File: src/rtl/noc_vc_output_arbiter.sv
// Round-robin, packet-granular arbiter that shares one NoC output link between local sources.
// Each packet rides one of two credit-gated virtual channels, chosen at grant time.
`ifndef Noc_Data_Width
`define Noc_Data_Width 32
`endif

module noc_vc_output_arbiter #(
    parameter int NUM_IN       = 4,
    parameter int FLIT_W       = `Noc_Data_Width,
    parameter int CREDIT_DEPTH = 4,
    parameter int CNT_W        = 3
) (
    input  logic                     noc_clk,
    input  logic                     noc_rst,
    input  logic [NUM_IN-1:0]        in_valid,
    output logic [NUM_IN-1:0]        in_ready,
    input  logic [NUM_IN*FLIT_W-1:0] in_flit,
    input  logic [NUM_IN-1:0]        in_is_header,
    input  logic [NUM_IN-1:0]        in_is_tail,
    output logic                     out_valid,
    output logic [FLIT_W-1:0]        out_flit,
    output logic                     out_is_header,
    output logic                     out_is_tail,
    output logic                     out_vc,
    input  logic [1:0]               credit_return,
    output logic                     busy,
    output logic [2:0]               owner,
    output logic                     protocol_err
);

    localparam int PTR_W = (NUM_IN > 1) ? $clog2(NUM_IN) : 1;
    localparam logic [CNT_W-1:0] CREDIT_MAX = CNT_W'(CREDIT_DEPTH);

    typedef enum logic {IDLE, SEND} state_t;

    state_t            r_state, w_stateNext;
    logic [PTR_W-1:0]  r_rrPtr, r_owner, w_winner, w_scanIdx, w_rrNext;
    logic              r_curVc, r_firstDone, r_protocolErr;
    logic [CNT_W-1:0]  r_credit0, r_credit1;
    logic              w_winnerFound, w_credOk, w_anyCredit, w_grant;
    logic              w_idleBodyErr, w_hdrErr, w_xfer0, w_xfer1, w_ovf0, w_ovf1;
    logic [NUM_IN-1:0] w_cand;
    logic [FLIT_W-1:0] w_flitArr [NUM_IN];

    always_comb begin
        for (int i = 0; i < NUM_IN; i++) begin
            w_flitArr[i] = in_flit[i*FLIT_W +: FLIT_W];
        end
    end

    // Only headers may compete; the scan starts at the requester after the last packet owner.
    always_comb begin
        w_cand        = in_valid & in_is_header;
        w_winner      = '0;
        w_winnerFound = 1'b0;
        w_scanIdx     = '0;
        for (int k = 0; k < NUM_IN; k++) begin
            w_scanIdx = PTR_W'((int'(r_rrPtr) + k) % NUM_IN);
            if (!w_winnerFound && w_cand[w_scanIdx]) begin
                w_winnerFound = 1'b1;
                w_winner      = w_scanIdx;
            end
        end
    end

    assign w_credOk    = r_curVc ? (r_credit1 != '0) : (r_credit0 != '0);
    assign w_anyCredit = (r_credit0 != '0) || (r_credit1 != '0);
    assign w_rrNext    = (r_owner == PTR_W'(NUM_IN - 1)) ? '0 : r_owner + PTR_W'(1);

    // Link outputs are gated by reset so an abandoned packet never leaks a flit.
    always_comb begin
        w_stateNext   = r_state;
        w_grant       = 1'b0;
        w_idleBodyErr = 1'b0;
        in_ready      = '0;
        out_valid     = 1'b0;
        out_flit      = '0;
        out_is_header = 1'b0;
        out_is_tail   = 1'b0;
        out_vc        = 1'b0;
        if (!noc_rst) begin
            case (r_state)
                IDLE: begin
                    w_idleBodyErr = |(in_valid & ~in_is_header);
                    if (w_winnerFound && w_anyCredit) begin
                        w_grant     = 1'b1;
                        w_stateNext = SEND;
                    end
                end
                SEND: begin
                    in_ready[r_owner] = w_credOk;
                    out_valid         = in_valid[r_owner] && w_credOk;
                    out_flit          = w_flitArr[r_owner];
                    out_is_header     = in_is_header[r_owner];
                    out_is_tail       = in_is_tail[r_owner];
                    out_vc            = r_curVc;
                    if (out_valid && out_is_tail) begin
                        w_stateNext = IDLE;
                    end
                end
                default: w_stateNext = IDLE;
            endcase
        end
    end

    assign w_hdrErr     = out_valid && out_is_header && r_firstDone;
    assign w_xfer0      = out_valid && !r_curVc;
    assign w_xfer1      = out_valid && r_curVc;
    assign w_ovf0       = credit_return[0] && !w_xfer0 && (r_credit0 == CREDIT_MAX);
    assign w_ovf1       = credit_return[1] && !w_xfer1 && (r_credit1 == CREDIT_MAX);
    assign busy         = !noc_rst && (r_state == SEND);
    assign owner        = noc_rst ? 3'd0 : 3'(r_owner);
    assign protocol_err = !noc_rst && r_protocolErr;

    // A transfer and a return on the same VC cancel; overflowing returns saturate.
    always_ff @(posedge noc_clk) begin
        if (noc_rst) begin
            r_state       <= IDLE;
            r_rrPtr       <= '0;
            r_owner       <= '0;
            r_curVc       <= 1'b0;
            r_firstDone   <= 1'b0;
            r_credit0     <= CREDIT_MAX;
            r_credit1     <= CREDIT_MAX;
            r_protocolErr <= 1'b0;
        end else begin
            r_state <= w_stateNext;
            if (w_grant) begin
                r_owner     <= w_winner;
                r_curVc     <= (r_credit0 == '0);
                r_firstDone <= 1'b0;
            end else if (out_valid) begin
                r_firstDone <= 1'b1;
            end
            if (out_valid && out_is_tail) begin
                r_rrPtr <= w_rrNext;
            end
            if (w_xfer0 && !credit_return[0]) begin
                r_credit0 <= r_credit0 - CNT_W'(1);
            end else if (!w_xfer0 && credit_return[0] && !w_ovf0) begin
                r_credit0 <= r_credit0 + CNT_W'(1);
            end
            if (w_xfer1 && !credit_return[1]) begin
                r_credit1 <= r_credit1 - CNT_W'(1);
            end else if (!w_xfer1 && credit_return[1] && !w_ovf1) begin
                r_credit1 <= r_credit1 + CNT_W'(1);
            end
            if (w_idleBodyErr || w_hdrErr || w_ovf0 || w_ovf1) begin
                r_protocolErr <= 1'b1;
            end
        end
    end

endmodule

File: config.mk
export PLATFORM = sky130hd
export DESIGN_NAME = noc_vc_output_arbiter
export DESIGN_NICKNAME = d
export VERILOG_FILES = /design/src/rtl/noc_vc_output_arbiter.sv
export SDC_FILE = /design/constraint.sdc
export NUM_CORES = 1
export LEC_CHECK = 0
export BUFFER_PORTS_ARGS = -buffer_cell sky130_fd_sc_hd__buf_2
export CORE_ASPECT_RATIO = 0.5
export CORE_MARGIN = 2
export CORE_UTILIZATION = 25
export CTS_CLUSTER_DIAMETER = 150
export CTS_CLUSTER_SIZE = 24
export DETAILED_ROUTE_END_ITERATION = 16
export GPL_TIMING_DRIVEN = 0
export PLACE_DENSITY = 0.58
export REMOVE_ABC_BUFFERS = 1
export SLEW_MARGIN = 10
export SYNTH_ARGS = -nofsm -noshare
export SYNTH_HDL_FRONTEND = slang
export SYNTH_SLANG_ARGS = --single-unit
File: constraint.sdc
create_clock -name noc_clk -period 3.55 [get_ports noc_clk]
set_input_delay 0.355 -clock noc_clk [delete_from_list [all_inputs] [get_ports noc_clk]]
set_output_delay 0.355 -clock noc_clk [all_outputs]
set_load 0.005 [all_outputs]
==> reports/metrics.yaml, run 1 <==
sta:
  final-max-slew-violation-count: 0
  tightestPinTransition_ps: 815
  min_period_ps: 3130
  rsz0062_at_grt: "no"
  fin_ws_ps: 424
  finalHoldViolations: 0
  fmax_mhz: 320
  maxSlewHeadroom: 0.456
  setup-tns-final_ps: 0
  period_share: 0.881
  fin_skew_ps: 4.09
  setup_viol: 0
global_route:
  antenna_found_initial: 1
  first_global_vias: 2579
  grt_start_max_net_pins: 42
  grt_pass1_wl_mm: 13.0
  grt.total_usage: 0.171
  grt-ovfl-total: 0
cts:
  h-tree-depth: 1
  cts_root_buf: "clkbuf_16"
  cts_resized: 0
  cts_buffers: 3
  insertion_delay_ps: 240
  postCtsSetupRepairBufs: 0
  cts_tree: "built"
  postCtsHoldBufs: 0
  clk_path_buf_depth: 2
  clkSlewWorstSetupHoldPaths_ps: 50
  clock_sinks: 14
placement:
  numPortBuffers: 187
  place_congestion: 0.813
  dpl.hpwl_mm: 6.76
  place_area_mm2: 0.00321
  place_ws_ps: 367
routing:
  detail-route-antenna-nets: 0
  viasPerCell: 5.05
  num_vias: 2587
  drc_errors: 0
  wirelength_met1_mm: 3.48
  dr.pass1.iters: 4
  wl_met2_mm: 3.92
  wl_mm: 8.37
  routed.top_layer: "met4"
  avgRoutedWirePerCell_um: 16.3
  initialDrtViolationCount: 172
  routed-wl-met3_um: 785
floorplanning:
  die_area_mm2: 0.00951
  io_pins: 189
  core_mm2: 0.00823
  rows: 23
  die_x_um: 136
  start_util: 0.264
  dieHeight_um: 70.0
cells_and_area:
  final_nets: 550
  drive_gt1_frac: 0.602
  syn2layout_area_growth_pct: 51.8
  design_area_mm2: 0.00330
  n_fill_cell: 884
hold_path:
  hp-class: "input pin to register"
logic_synthesis:
  synth_area_mm2: 0.00217
  yosys_register_bits: 14
  synth_cell_type_count: 47
  synth_ff_type: "dfxtp_1"
  async_reset_ff_frac: 0
  netlist_instances: 224
  yosysWarningCount: 0
  synth_edf_count: 0
  synth_seq_area_share: 0.129
  synth_area_per_cell_um2: 9.71
worst_setup_path:
  start_kind: "register"
  crit_fanout: 40
  cp.required_ps: 3720
  critPathCaptureType: "register"
  crit_type: "register to register"
  cp.arrival_ps: 3300
pwr:
  p_per_area_mw_per_mm2: 222
  ir_drop_mv: 0.169
  power_leakage_nw: 1.53
run_status:
  status: "finished, final reports clean"
flow_run:
  drv_cap: 0
==> report_power, final <==
part / internal (mW) / switching, mW
Sequential: 0.166 / 0.0281
Clock: 0.171 / 0.0688
Combinational: 0.184 / 0.116
Total: 0.520 / 0.212
==> state kept, by name (all words and copies together), names as in the netlist <==
| signal | count |
|---|---|
| r_protocolErr | 1 |
| r_curVc | 1 |
| r_owner | 2 |
| r_firstDone | 1 |
| r_rrPtr | 2 |
| r_state | 1 |
| r_credit0 | 3 |
| r_credit1 | 3 |
==> final timing paths <==
kind                            slack (ps)      endpoint  cells past startpoint        startpoint
worst min-delay path                   430  r_credit1[2]                      3  credit_return[1]
worst min register to register         520       r_curVc                      2           r_curVc
worst max register to register         420  r_credit0[1]                      6        r_owner[0]
worst max-delay path                   420  r_credit0[1]                      6        r_owner[0]
==> worst max-delay path, stage by stage (launching register included) <==
cell	delay [ps]
dfxtp_4	800
mux4_2	580
nand4_1	190
or2_2	350
fa_1	480
or4_1	520
a31oi_1	130
==> routing by layer <==
metal  track usage  up-vias
met5             0        -
met4        0.0451        0
met3        0.0450       18
met2         0.285      109
met1         0.218     1242
li1              -     1218
==> cell usage after synthesis (2+ instances only) <==
master / count / area (um^2)
a211o_1: 2 / 17.5
a21oi_1: 10 / 50.1
a22oi_1: 2 / 15.0
a311o_1: 2 / 20.0
a311oi_1: 3 / 26.3
a31o_2: 2 / 17.5
a31oi_1: 4 / 25.0
and2_1: 41 / 257
and3_1: 2 / 12.5
and3b_1: 2 / 17.5
buf_2: 5 / 25.0
clkbuf_1: 10 / 37.5
dfxtp_1: 14 / 280
fa_1: 2 / 40.0
ha_1: 4 / 50.1
inv_1: 12 / 45.0
mux2_2: 2 / 22.5
mux4_2: 35 / 788
nand2_1: 9 / 33.8
nand2b_1: 4 / 25.0
nand3_1: 5 / 25.0
nand4_1: 3 / 18.8
nor2_1: 8 / 30.0
nor2b_1: 4 / 25.0
nor3_1: 8 / 40.0
nor3b_1: 2 / 15.0
o211ai_1: 2 / 15.0
o21ai_0: 2 / 10.0
o221ai_1: 3 / 26.3
or2_2: 2 / 12.5
or4_1: 2 / 15.0
==> cell families (layout without fill, tap and decap cells) <==
| family | Yosys count | in the layout | share of synthesized area |
|---|---|---|---|
| XOR/XNOR | 1 | 1 | 0.00403 |
| buffers and inverters | 29 | 204 | 0.0547 |
| flip-flops | 14 | 14 | 0.129 |
| other | 1 | 2 | 0.00172 |
| multiplexers | 37 | 37 | 0.373 |
| AND/OR/NAND/NOR | 96 | 96 | 0.262 |
| AO/OA/AOI/OAI | 40 | 40 | 0.135 |
| adder cells (fa/ha/maj) | 6 | 6 | 0.0414 |
==> cells in the final DEF, fill, tap and decap left out, types with 2 or more instances in the layout <==
cell type / synthesis / routed
a21oi_1: 10 / 10
o21ai_0: 2 / 2
nand3_1: 5 / 5
and3_1: 2 / 2
nor3b_1: 2 / 2
nor3_1: 8 / 8
dfxtp_1: 14 / 12
o221ai_1: 3 / 3
a311o_1: 2 / 2
nand4_1: 3 / 3
mux2_2: 2 / 2
a311oi_1: 3 / 3
or2_2: 2 / 2
buf_2: 5 / 187
clkbuf_16: 0 / 3
a211o_1: 2 / 2
and3b_1: 2 / 2
nand2b_1: 4 / 4
nand2_1: 9 / 9
a31o_2: 2 / 2
fa_1: 2 / 2
nor2b_1: 4 / 3
a31oi_1: 4 / 4
and2_1: 41 / 41
ha_1: 4 / 4
o211ai_1: 2 / 2
mux4_2: 35 / 35
or4_1: 2 / 2
a22oi_1: 2 / 2
inv_1: 12 / 12
nor2_1: 8 / 8
==> layout make-up <==
class	count	area, um^2	area share
tap	112	140	0.0425
sequential	14	285	0.0864
multi-input combinational	181	1780	0.540
antenna	1	2.50	0.000758
clock buffer	4	88.8	0.0269
timing repair buffer	188	956	0.290
inverter	12	45.0	0.0136
==> through the flow <==
step	utilization	hold slack (ps)	instances	total power, mW
2_1_floorplan	-	424	207	0.352
3_3_place_gp	0.386	491	506	0.497
3_5_place_dp	0.390	503	507	0.499
4_1_cts	0.401	436	511	0.741
5_1_grt	0.401	471	511	0.781
6_report	0.401	431	512	0.733
No activity file was read; power rests on OpenSTA's default activity.
==> inputs of run 2 (changes only) <==
--- a/config.mk
+++ b/config.mk
@@ -6,7 +6,7 @@
 export NUM_CORES = 1
 export LEC_CHECK = 0
 export BUFFER_PORTS_ARGS = -buffer_cell sky130_fd_sc_hd__buf_2
-export CORE_ASPECT_RATIO = 0.5
+export CORE_ASPECT_RATIO = 0.75
 export CORE_MARGIN = 2
 export CORE_UTILIZATION = 25
 export CTS_CLUSTER_DIAMETER = 150
==> run 2 against run 1 <==
  * Worst hold slack worse by 4.0 ps
  * Clock skew down 2.4 ps
  * Combinational power about the same
  * First-iteration DRC count down 45%
  * Flip-flop and latch count is the same
  * Clock-buffer cell count stayed put
  * Critical path depth is the same
  * Critical endpoint unchanged
  * Non-clock buffer count unchanged
==> reports/metrics.yaml, run 2 (same netlist as run 1, synthesis figures left out) <==
sta:
  final-max-slew-violation-count: 0  # unchanged
  maxSlewHeadroom: 0.455  # about the same
  period_share: 0.895  # +0.0140
  rsz0062_at_grt: "no"
  min_period_ps: 3180  # +49.7 ps
  setup_viol: 0  # unchanged
  setup-tns-final_ps: 0  # unchanged
  fin_skew_ps: 1.68  # -2.41 ps
  fmax_mhz: 315  # -1.6%
  tightestPinTransition_ps: 815  # +0.412 ps
  finalHoldViolations: 0  # unchanged
floorplanning:
  io_pins: 189  # unchanged
  core_mm2: 0.00845  # +2.7%
  die_x_um: 112  # -18%
  start_util: 0.257  # -0.00700
  rows: 29  # +26%
  die_area_mm2: 0.00947  # -0.39%
  dieHeight_um: 84.8  # +21%
placement:
  place_inst: 503  # -0.79%
  place_area_mm2: 0.00321  # about the same
  place_congestion: 0.839  # +3.1%
  numPortBuffers: 187  # unchanged
  dpl.hpwl_mm: 6.55  # -3.1%
routing:
  drc_errors: 0  # unchanged
  wl_mm: 8.13  # -2.8%
  num_vias: 2598  # +0.43%
  avgRoutedWirePerCell_um: 16.0  # -1.8%
  initialDrtViolationCount: 95  # -45%
  detail-route-antenna-nets: 0  # unchanged
  viasPerCell: 5.12  # +1.4%
  dr.pass1.iters: 6  # +2
cells_and_area:
  final_cell_mix: "buf_2, and2_1, mux4_2, inv_1, dfxtp_1"
  final_common_cell: "buf_2"
  fin_util: 0.389  # -0.0118
  n_fill_cell: 862  # -2.5%
  top_regs: "r_credit0 x3, r_credit1 x3"
  stdcell_count: 507  # -0.98%
  drive_gt1_frac: 0.599  # -0.00251
  final_nets: 550  # unchanged
  antenna_cells: 0  # -1
  syn2layout_area_growth_pct: 51.3
  design_area_mm2: 0.00329  # -0.30%
pwr:
  ir_drop_mv: 0.177  # +4.9%
  power_leakage_nw: 1.53  # -0.18%
  totalPowerFinal_mw: 0.712  # -2.9%
  p_per_area_mw_per_mm2: 216  # -2.6%
cts:
  postCtsHoldBufs: 0  # unchanged
  h-tree-depth: 1  # unchanged
  clk_path_buf_depth: 2  # unchanged
  clkSlewWorstSetupHoldPaths_ps: 50  # about the same
  clock_sinks: 14  # unchanged
  postCtsSetupRepairBufs: 0  # unchanged
  insertion_delay_ps: 240  # about the same
  cts_tree: "built"
  cts_root_buf: "clkbuf_16"
  cts_resized: 0  # unchanged
  cts_buffers: 3  # unchanged
global_route:
  use_met1: 0.219  # +0.000863
  grt_start_max_net_pins: 42  # unchanged
  first_global_vias: 2509  # -2.7%
  grt_pass1_wl_mm: 12.7  # -2.0%
  top_usage_layer: "met2"
  grt.total_usage: 0.164  # -0.00630
  antenna_found_initial: 0  # -1
  grt-ovfl-total: 0  # unchanged
  grt_util_met3: 0.0274  # -0.0176
  grt_use_met2: 0.288  # +0.00308
worst_setup_path:
  start_kind: "register"
  cp.required_ps: 3720  # about the same
  critPathCaptureType: "register"
  cpPeakStageDelay_ps: 840  # +40 ps
  crit_type: "register to register"
  path_delay_family: "simple AND/OR/NAND/NOR gates"
  slowest_stage: "dfxtp_4"
  cp.arrival_ps: 3340  # +40 ps
  crit_fanout: 40  # unchanged
  crit_chain: "mux4_2 > nand4_1 > or2_2 > fa_1 > or4_1 > a31oi_1"
  critPathBufInv: 0  # unchanged
flow_run:
  drv_cap: 0  # unchanged
hold_path:
  hp-class: "input pin to register"
run_status:
  status: "finished, final reports clean"
[run 2: cell types whose count changed in the layout (fill, tap and decap cells not counted), sizes merged]
cell / change
diode: -1
[run 2: layer usage]
layer  part of all wire  wire, um
met5                  0         0
met1               0.44      3580
met2               0.49      3990
met4             0.0096        78
met3              0.059       483
[run 2: cell type report]
type,count,area (um^2),area share
inverter,12,45.0,0.0137
sequential,14,285,0.0867
clock buffer,4,78.8,0.0240
timing repair buffer,188,963,0.293
tap,108,135,0.0411
multi-input combinational,181,1780,0.542
[run 2: tightest hold or removal path, stage by stage]
cell	delay [ps]
buf_2	120
a31oi_1	80
o211ai_1	80
[run 2: final timing paths]
check	startpoint	to	slack (ps)	cells after the start
worst max-delay path	r_owner[0]	r_credit0[1]	370	6
worst min register to register	r_curVc	r_curVc	510	2
worst max register to register	r_owner[0]	r_credit0[1]	370	6
worst min-delay path	credit_return[1]	r_credit1[2]	430	3
[run 2: where the power goes]
group / internal [mW] / switching (mW)
sequential: 0.166 / 0.0311
combinational: 0.185 / 0.115
clock: 0.152 / 0.0633
total: 0.502 / 0.209
[run 2: through the flow]
step           hold WS, ps  setup WS, ps
3_5_place_dp           507           324
6_report               427           374
3_3_place_gp           490         -1150
2_1_floorplan          424          -387
5_1_grt                452           173
4_1_cts                436           317
